**src/rtl/rr_arbiter16_pkg.sv**
```systemverilog
// Shared types and helpers for the 16-requester round-robin arbiter.
package arb16_pkg;
    localparam int REQ_W = 16;
    localparam int IDX_W = 4;

    typedef enum logic {IDLE, GRANT} arb_state_t;
    typedef logic [REQ_W-1:0] req_vec_t;
    typedef logic [IDX_W-1:0] idx_t;

    function automatic req_vec_t idx_to_onehot(input idx_t idx);
        return req_vec_t'(1) << idx;
    endfunction

    // Bits strictly below idx; idx=0 yields an empty mask.
    function automatic req_vec_t below_mask(input idx_t idx);
        return (req_vec_t'(1) << idx) - req_vec_t'(1);
    endfunction
endpackage

```
**src/rtl/rr_arbiter16_if.sv**
```systemverilog
// Requester-bank side of the arbiter: request/release in, registered grant out.
interface rr_arbiter16_if;
    import arb16_pkg::*;

    req_vec_t   Req;
    logic       Done;
    req_vec_t   Gnt;
    idx_t       GntIdx;
    logic       GntValid;
    logic       Preempt;

    modport master (
        output Req,
        output Done,
        input  Gnt,
        input  GntIdx,
        input  GntValid,
        input  Preempt
    );

    modport slave (
        input  Req,
        input  Done,
        output Gnt,
        output GntIdx,
        output GntValid,
        output Preempt
    );
endinterface

```
**src/rtl/rr_arbiter16_penc.sv**
```systemverilog
// 16:4 MSB-first priority encoder; returns 0 when disabled or no bit is set.
module rr_arbiter16_penc
    import arb16_pkg::*;
(
    input  logic     i_en,
    input  req_vec_t i_req,
    output idx_t     o_idx
);

    // Ascending scan, so the highest set bit is the last assignment and wins.
    always_comb begin
        o_idx = '0;
        if (i_en) begin
            for (int i = 0; i < REQ_W; i++) begin
                if (i_req[i]) begin
                    o_idx = idx_t'(i);
                end
            end
        end
    end

endmodule

```
**src/rtl/rr_arbiter16.sv**
```systemverilog
// 16-requester arbiter with rotating priority, registered one-hot grant and
// a hold timeout that hands the resource on when others are waiting.
module rr_arbiter16
    import arb16_pkg::*;
#(
    parameter int HOLD_MAX   = 16,
    parameter bit FIXED_PRIO = 1'b0
)
(
    input  logic          clk,
    input  logic          rst,
    rr_arbiter16_if.slave bus
);

    localparam int CNT_W = (HOLD_MAX > 2) ? $clog2(HOLD_MAX) : 1;
    localparam logic [CNT_W-1:0] CNT_LAST = CNT_W'(HOLD_MAX - 1);

    arb_state_t       r_state;
    req_vec_t         r_gnt;
    idx_t             r_gntIdx;
    logic             r_gntValid;
    logic             r_preempt;
    logic [CNT_W-1:0] r_holdCnt;
    idx_t             r_lastIdx;

    arb_state_t       w_nextState;
    req_vec_t         w_nextGnt;
    idx_t             w_nextGntIdx;
    logic             w_nextGntValid;
    logic             w_nextPreempt;
    logic [CNT_W-1:0] w_nextHoldCnt;
    idx_t             w_nextLastIdx;

    logic             w_ownerReq;
    logic             w_release;
    logic             w_others;
    logic             w_holdExpired;
    idx_t             w_maskIdx;
    req_vec_t         w_exclude;
    req_vec_t         w_cand;
    req_vec_t         w_candMasked;
    logic             w_maskedZero;
    idx_t             w_idxMasked;
    idx_t             w_idxFull;
    idx_t             w_pickIdx;

    assign w_ownerReq    = |(bus.Req & r_gnt);
    assign w_release     = bus.Done | ~w_ownerReq;
    assign w_others      = |(bus.Req & ~r_gnt);
    assign w_holdExpired = (r_holdCnt == CNT_LAST);

    // While a grant is held the rotation pivots on the owner; on a timeout the
    // owner is removed from the candidates so it has to re-win later.
    assign w_maskIdx    = (r_state == GRANT) ? r_gntIdx : r_lastIdx;
    assign w_exclude    = ((r_state == GRANT) && !w_release) ? r_gnt : '0;
    assign w_cand       = bus.Req & ~w_exclude;
    assign w_candMasked = w_cand & below_mask(w_maskIdx);
    assign w_maskedZero = ~|w_candMasked;

    rr_arbiter16_penc u_encMasked (
        .i_en  (1'b1),
        .i_req (w_candMasked),
        .o_idx (w_idxMasked)
    );

    rr_arbiter16_penc u_encFull (
        .i_en  (1'b1),
        .i_req (w_cand),
        .o_idx (w_idxFull)
    );

    assign w_pickIdx = (FIXED_PRIO || w_maskedZero) ? w_idxFull : w_idxMasked;

    always_comb begin
        w_nextState    = r_state;
        w_nextGnt      = r_gnt;
        w_nextGntIdx   = r_gntIdx;
        w_nextGntValid = r_gntValid;
        w_nextPreempt  = 1'b0;
        w_nextHoldCnt  = r_holdCnt;
        w_nextLastIdx  = r_lastIdx;

        case (r_state)
            IDLE: begin
                if (|bus.Req) begin
                    w_nextState    = GRANT;
                    w_nextGnt      = idx_to_onehot(w_pickIdx);
                    w_nextGntIdx   = w_pickIdx;
                    w_nextGntValid = 1'b1;
                    w_nextHoldCnt  = '0;
                end
            end
            GRANT: begin
                if (w_release) begin
                    w_nextLastIdx = r_gntIdx;
                    w_nextHoldCnt = '0;
                    if (w_others) begin
                        w_nextGnt    = idx_to_onehot(w_pickIdx);
                        w_nextGntIdx = w_pickIdx;
                    end else begin
                        w_nextState    = IDLE;
                        w_nextGnt      = '0;
                        w_nextGntValid = 1'b0;
                    end
                end else if (w_holdExpired) begin
                    w_nextHoldCnt = '0;
                    if (w_others) begin
                        w_nextPreempt = 1'b1;
                        w_nextLastIdx = r_gntIdx;
                        w_nextGnt     = idx_to_onehot(w_pickIdx);
                        w_nextGntIdx  = w_pickIdx;
                    end
                end else begin
                    w_nextHoldCnt = r_holdCnt + CNT_W'(1);
                end
            end
            default: begin
                w_nextState    = IDLE;
                w_nextGnt      = '0;
                w_nextGntValid = 1'b0;
            end
        endcase
    end

    always_ff @(posedge clk or posedge rst) begin
        if (rst) begin
            r_state    <= IDLE;
            r_gnt      <= '0;
            r_gntIdx   <= '0;
            r_gntValid <= 1'b0;
            r_preempt  <= 1'b0;
            r_holdCnt  <= '0;
            r_lastIdx  <= idx_t'(REQ_W - 1);
        end else begin
            r_state    <= w_nextState;
            r_gnt      <= w_nextGnt;
            r_gntIdx   <= w_nextGntIdx;
            r_gntValid <= w_nextGntValid;
            r_preempt  <= w_nextPreempt;
            r_holdCnt  <= w_nextHoldCnt;
            r_lastIdx  <= w_nextLastIdx;
        end
    end

    assign bus.Gnt      = r_gnt;
    assign bus.GntIdx   = r_gntIdx;
    assign bus.GntValid = r_gntValid;
    assign bus.Preempt  = r_preempt;

endmodule

```
**src/flat_wrapper.sv**
```systemverilog
// flat-port wrapper written by rule: the top's interface ports become plain ports
module rr_arbiter16_flat import arb16_pkg::*;
#(
    parameter int HOLD_MAX   = 16,
    parameter bit FIXED_PRIO = 1'b0
)
  (clk, rst, bus_Req, bus_Done, bus_Gnt, bus_GntIdx, bus_GntValid, bus_Preempt);
  rr_arbiter16_if bus_i ();
  input  logic clk;
  input  logic rst;
  input wire logic [$bits(bus_i.Req)-1:0] bus_Req;
  input wire logic [$bits(bus_i.Done)-1:0] bus_Done;
  output wire logic [$bits(bus_i.Gnt)-1:0] bus_Gnt;
  output wire logic [$bits(bus_i.GntIdx)-1:0] bus_GntIdx;
  output wire logic [$bits(bus_i.GntValid)-1:0] bus_GntValid;
  output wire logic [$bits(bus_i.Preempt)-1:0] bus_Preempt;
  assign bus_i.Req = bus_Req;
  assign bus_i.Done = bus_Done;
  assign bus_Gnt = bus_i.Gnt;
  assign bus_GntIdx = bus_i.GntIdx;
  assign bus_GntValid = bus_i.GntValid;
  assign bus_Preempt = bus_i.Preempt;
  rr_arbiter16 #(.HOLD_MAX(HOLD_MAX), .FIXED_PRIO(FIXED_PRIO)) u_core (.clk(clk), .rst(rst), .bus(bus_i));
endmodule
```
**config.mk**
```make
export PLATFORM = sky130hd
export DESIGN_NAME = rr_arbiter16_flat
export DESIGN_NICKNAME = d
export VERILOG_FILES = /design/src/rtl/rr_arbiter16_pkg.sv /design/src/rtl/rr_arbiter16_if.sv /design/src/rtl/rr_arbiter16_penc.sv /design/src/rtl/rr_arbiter16.sv /design/src/flat_wrapper.sv
export SDC_FILE = /design/constraint.sdc
export NUM_CORES = 1
export LEC_CHECK = 0
export CORE_ASPECT_RATIO = 0.75
export CORE_MARGIN = 5
export CORE_UTILIZATION = 45
export CTS_BUF_LIST = sky130_fd_sc_hd__clkbuf_16
export CTS_CLUSTER_SIZE = 40
export DETAILED_ROUTE_END_ITERATION = 6
export DONT_BUFFER_PORTS = 1
export GPL_TIMING_DRIVEN = 0
export PLACE_DENSITY = 0.61
export SYNTH_ARGS = -nofsm -noshare
export SYNTH_HDL_FRONTEND = slang
export SYNTH_SLANG_ARGS = --single-unit
```
**constraint.sdc**
```tcl
create_clock -name clk -period 3.5 [get_ports clk]
set_clock_uncertainty 0.2 [all_clocks]
set_input_delay 0.35 -clock clk [delete_from_list [all_inputs] [get_ports clk]]
set_output_delay 0.35 -clock clk [all_outputs]
set_load 0.005 [all_outputs]
```
== Word level (Yosys, flattened, before mapping) ==
Cells that the tools add are included.
Widths: inputs -> output; s select.

* Output and inout port bits: 22
* Input bits: 19
* Bits in registers: 31
* Logic and storage cells: 100

* Reduce and logical (&&, ||, !) cells: 12
* Eq/ne operators: 6
* Bitwise operators: 9
* Multiplexer cells: 62
* $add $sub $neg: 2
* Shifts and indexed selects: 2

{| class="wikitable"
|+ Operator list
! operator !! number
|-
| $mux 4 || 40
|-
| $mux 16 || 6
|-
| $and 16x16->16 || 4
|-
| $reduce_or 16->1 || 4
|-
| $not 16->16 || 2
|-
| $pmux 16 s2 || 1
|-
| $shl 1x4->16 const A || 2
|-
| $pmux 4 s2 || 2
|-
| $sub 16x1->16 const B || 1
|-
| $mux 1 || 11
|-
| $reduce_and 3->1 || 3
|-
| $ne 3x3->1 const B || 2
|-
| $add 4x1->4 const B || 1
|-
| $eq 4x4->1 const B || 1
|-
| $ne 2x2->1 const B || 2
|-
| $pmux 1 s2 || 2
|-
| $reduce_bool 2->1 || 2
|-
| $ne 2x1->1 const B || 1
|-
| $not 1->1 || 2
|-
| $reduce_and 2->1 || 1
|-
| $logic_and 1x1->1 || 1
|-
| $logic_not 1->1 || 1
|-
| $or 1x1->1 || 1
|}

== Longest topological paths before layout ==
* Depth after elaboration: 31
* Mapped depth: 15
* Depth with buffers taken out: 12

== Modules after synthesis ==
Synthesis repeated with hierarchy kept, for this count alone.

* Cell total of the unflattened synthesis: 362
* Area total of the unflattened synthesis: 2979.1 um^2

{| class="wikitable"
|+ Modules (own cells, without submodules)
! module !! times used !! sequential area each (um^2) !! cells an instance !! area an instance (um^2)
|-
| rr_arbiter16 || 1 || 780.7 || 312 || 2673.8
|-
| rr_arbiter16_penc || 2 || 0.0 || 25 || 152.6
|}

== Worst setup path after synthesis ==
No wires, ideal clock.

* Path type: register to register
* Start: reg u_core.r_state
* End: reg u_core.r_gntIdx[1] (netlist: u_core.bus.GntIdx[1])
* Cell stages (with the launch flop): 15
* Path buffers: 3
* Period minus slack after synthesis: 3704 ps
* Setup slack: -204 ps
* Arrival time: 3358 ps
* Data required time: 3154 ps
* Setup time: 146 ps
* Cell sequence: dfrtp_1 buf_2 buf_2 nor3_1 a21oi_1 or3_1 ha_1 clkbuf_1 and3_1 o221ai_1 nor4bb_2 nand2_1 nor2_1 mux2i_1 o21ai_0

* Longest elaborated chain between the ends: 24
* Elaborated cells on any way between the ends: 47
* Classes of those cells: 1 x add/sub; 2 x eq/ne; 1 x shift; 36 x mux; 4 x bitwise; 3 x reduce/logical

{| class="wikitable"
|+ RTL lines
! item !! RTL line !! RTL
|-
| start: declaration || rr_arbiter16.sv:18 || <nowiki>arb_state_t r_state;</nowiki>
|-
| start signal: assignment || rr_arbiter16.sv:135 || <nowiki>r_state <= w_nextState;</nowiki>
|-
| parallel branches: the longest is 24 deep, another holds $sub 16x1->16 || -- ||
|-
| end signal: assignment || rr_arbiter16.sv:137 || <nowiki>r_gntIdx <= w_nextGntIdx;</nowiki>
|-
| end: declaration || rr_arbiter16.sv:20 || <nowiki>idx_t r_gntIdx;</nowiki>
|}

Parallel ways; which one is timed is not known. The select of a mux whose other input is x is not followed.
A chain may end at the register's enable or synchronous reset.

== Worst setup path in the final report ==
* Start: reg u_core.r_state
* End: reg u_core.r_gnt[10] (netlist: u_core.bus.Gnt[10])

* Longest elaborated chain between the ends: 26
* Elaborated cells on any way between the ends: 52
* Classes of those cells: 1 x add/sub; 3 x eq/ne; 2 x shift; 39 x mux; 4 x bitwise; 3 x reduce/logical

{| class="wikitable"
|+ RTL lines
! item !! RTL line !! RTL
|-
| parallel branches: the longest is 26 deep, another holds $sub 16x1->16 || -- ||
|-
| end signal: assignment || rr_arbiter16.sv:136 || <nowiki>r_gnt <= w_nextGnt;</nowiki>
|-
| end: declaration || rr_arbiter16.sv:19 || <nowiki>req_vec_t r_gnt;</nowiki>
|}

Parallel ways; which one is timed is not known. The select of a mux whose other input is x is not followed.

==> flow_summary.yaml <==
sta:
  worst_slew_pin_slew_ns: 0.709
  setup_viol: 6
  relSlewSlack_pct: 52.1
  rsz0062_at_grt: "yes"
  max_freq_ghz: 0.283
  layout_setup_ws_ns: -0.0394
  finalMaxSlewViolations: 0
  hold_viol: 0
  post-route-period-util_pct: 101
  fin_crit_ns: 3.54
power:
  irDropWorstVdd_mv: 0.529
  p_total_mw: 3.41
  power_density_nw_per_um2: 994
  leakage_nw: 1.37
cts:
  htree_levels: 2
  cts.clk_slew.worst_paths_ns: 0.05
  clock_path_buffers: 2
  cts_tree: "done"
  cts_root_buffer: "clkbuf_16"
  cts_buffers: 5
  cts.sinks: 31
  worst_skew_pair.late_latency_ns: 0.27
run:
  cap_viol_max_count: 0
die:
  fp.coreArea_um2: 5440
  fp.dieW_um: 97.1
  start_util_pct: 47.1
  chipHeight_um: 75.3
  rows: 23
  pin_count: 41
  dieArea_um2: 7320
critical_path:
  critPathMaxFanout: 6
  path_cells: "buf_6 > buf_8 > nor3_4 > a21oi_2 > or3_4 > ha_4 > a211o_1 > a21oi_2 > o221ai_2 > nor4bb_4 > buf_4 > a21bo_1 > o211ai_4 > or3_4 > o31ai_2"
  cp.arrival_ns: 3.52
  worst_setup_path_start_kind: "flop"
  worstPathRequired_ns: 3.48
  slowest_stage: "dfrtp_2"
  worst_setup_path_end_kind: "flop"
  path_class: "flop to flop"
  critPathMaxStageDelay_ns: 0.44
finish:
  final_common_cell: "nand2_1"
  n_fill_cell: 444
  diodes: 0
  fin_nets: 364
  post_layout_nonfiller_instances: 418
  syn_to_final_growth_pct: 34.1
  final_cell_mix: "nand2_1, inv_1, buf_4"
  drive_gt1_share_pct: 37.0
synthesis:
  async_flop_share_pct: 100
  synth.top_cell.area_share_pct: 26.4
  synth_area_leader_cell: "dfrtp_1"
  ys_ff_latch: 31
  netlist_top_cells_area: "dfrtp_1, nand2_1, o31ai_1"
  ys_types: 65
  syn_inst: 311
  synth_seq_area_share_pct: 30.5
  syn_area_um2: 2560
  yosysWarnings: 0
  synth_enable_flop_cells: 0
  syn_nets: 332
  syn_area_per_cell_um2: 8.24
  synth_flop_cell: "dfrtp_1"
grt:
  grtUsageTotal_pct: 26.7
  grt_pass1_wl_um: 15400
  grt_pass1_vias: 2765
  grt_max_degree: 32
  antenna_found_initial: 0
  grt-ovfl-total: 0
routing:
  drt_iter0_markers: 453
  drtAntennaViolNets: 0
  drc: 8
  totalWireLength_um: 9870
  dr_total_vias: 2907
  wl_per_cell_um: 23.6
  dr.pass1.iters: 7
  vias_per_cell: 6.95
place:
  port_buffers: 0
  dp_hpwl_um: 6950
  gp_congestion: 1.01
  dp.cells: 386
status:
  status: "finished with violations"
  violations: "DRC, setup timing"
worst_hold_path:
  hold_class: "primary input to flop"
worst max-delay path, delay by kind of cell (launching register included):
family / cells / cell delay, ns
AOI/OAI and AO/OA: 7 / 1.15
adders and majority gates: 1 / 0.20
buffers and inverters: 3 / 0.42
DFF: 1 / 0.44
and+or+nand+nor: 4 / 1.03
repair_timing:
action / CTS / global route
setup buffers: 17 / 5
gates resized for setup: 41 / 33
endpoints found under the setup margin: 19 / 18
endpoints found under the hold margin: 0 / 11
gates cloned: 1 / 1
pin swaps: 19 / 11
hold buffers: 0 / 1
metrics by stage:
| stage | util (%) | worst slack [ns] | hold slack, ns | cell area, um2 | TNS [ns] |
|---|---|---|---|---|---|
| finish | 63.2 | -0.0394 | 0.230 | 3440 | -0.113 |
| global route | 63.2 | -0.164 | 0.275 | 3440 | -2.24 |
| CTS | 58.2 | 0.00316 | 0.122 | 3160 | 0 |
| detailed placement | 49.7 | -0.514 | 0.278 | 2700 | -8.63 |
| global placement | 49.7 | -0.478 | 0.264 | 2700 | -8.00 |
| floorplan | - | 0.0130 | 0.244 | 2610 | 0 |
routing by layer:
metal	global-route usage [%]	up-vias	wire [um]
met4	6.85	0	251
li1	-	1262	-
met2	41.4	205	4220
met3	9.70	49	1370
met1	35.9	1391	4030
met5	0	-	0
worst paths after layout:
path	startpoint	endpoint	slack, ns	cells past startpoint
worst max register to register	u_core.r_state	u_core.bus.Gnt[10]	-0.04	15
min in group asynchronous	rst	u_core.r_holdCnt[1]	0.42	2
worst max-delay path	u_core.r_state	u_core.bus.Gnt[10]	-0.04	15
worst min register to register	u_core.r_holdCnt[3]	u_core.r_holdCnt[3]	0.29	1
worst min-delay path	bus_Req[0]	u_core.bus.GntValid	0.23	4
max in group asynchronous	rst	u_core.bus.Gnt[2]	2.14	3
registers in the layout, summed over array words and instances, names as in the netlist:
signal and flops:
u_core.r_state 1, u_core.r_lastIdx 4, u_core.bus.Preempt 1, u_core.r_holdCnt 4, u_core.bus.GntValid 1, u_core.bus.Gnt 16, u_core.bus.GntIdx 4
synth_stat cells, drive strengths merged (2+ instances only):
| cell type | instances |
|---|---|
| nand2 | 43 |
| dfrtp | 27 |
| inv | 20 |
| o21ai | 19 |
| o31ai | 19 |
| nor2 | 17 |
| a21oi | 13 |
| nand3 | 11 |
| a31oi | 10 |
| mux2 | 9 |
| a22oi | 8 |
| buf | 7 |
| nor4 | 7 |
| o22ai | 6 |
| or3 | 6 |
| a21o | 5 |
| mux2i | 5 |
| nand3b | 5 |
| and3 | 4 |
| dfstp | 4 |
| o211ai | 4 |
| o21a | 4 |
| o221ai | 4 |
| a21boi | 3 |
| a221oi | 3 |
| clkbuf | 3 |
| nand2b | 3 |
| nand4 | 3 |
| nor3 | 3 |
| a211oi | 2 |
| a22o | 2 |
| a311oi | 2 |
| and2 | 2 |
| ha | 2 |
| nand4b | 2 |
| nor2b | 2 |
| or2 | 2 |
logic make-up after synthesis:
family / count (synthesis) / share of synthesized area, %
AOI/OAI and AO/OA: 118 / 33.8
and+or+nand+nor: 115 / 23.3
DFF: 31 / 30.5
buffers and inverters: 30 / 5.18
muxes: 14 / 5.91
adders and majority gates: 2 / 0.977
xor gates and xnor gates: 1 / 0.342
final cells by class:
| class | instances | area (um2) | area share [%] |
|---|---|---|---|
| sequential | 31 | 793 | 23.1 |
| timing repair buffer | 26 | 262 | 7.61 |
| clock inverter | 2 | 8.76 | 0.255 |
| inverter | 20 | 75.1 | 2.18 |
| multi-input combinational | 250 | 2000 | 58.3 |
| buffer | 9 | 73.8 | 2.15 |
| clock buffer | 5 | 125 | 3.64 |
| tap | 75 | 93.8 | 2.73 |
power by group:
part           total (mW)  internal, mW  switching, mW
logic                2.26         0.979           1.29
registers           0.751         0.495          0.256
clock network       0.398         0.255          0.144
Power figures use the tool's default switching activity.
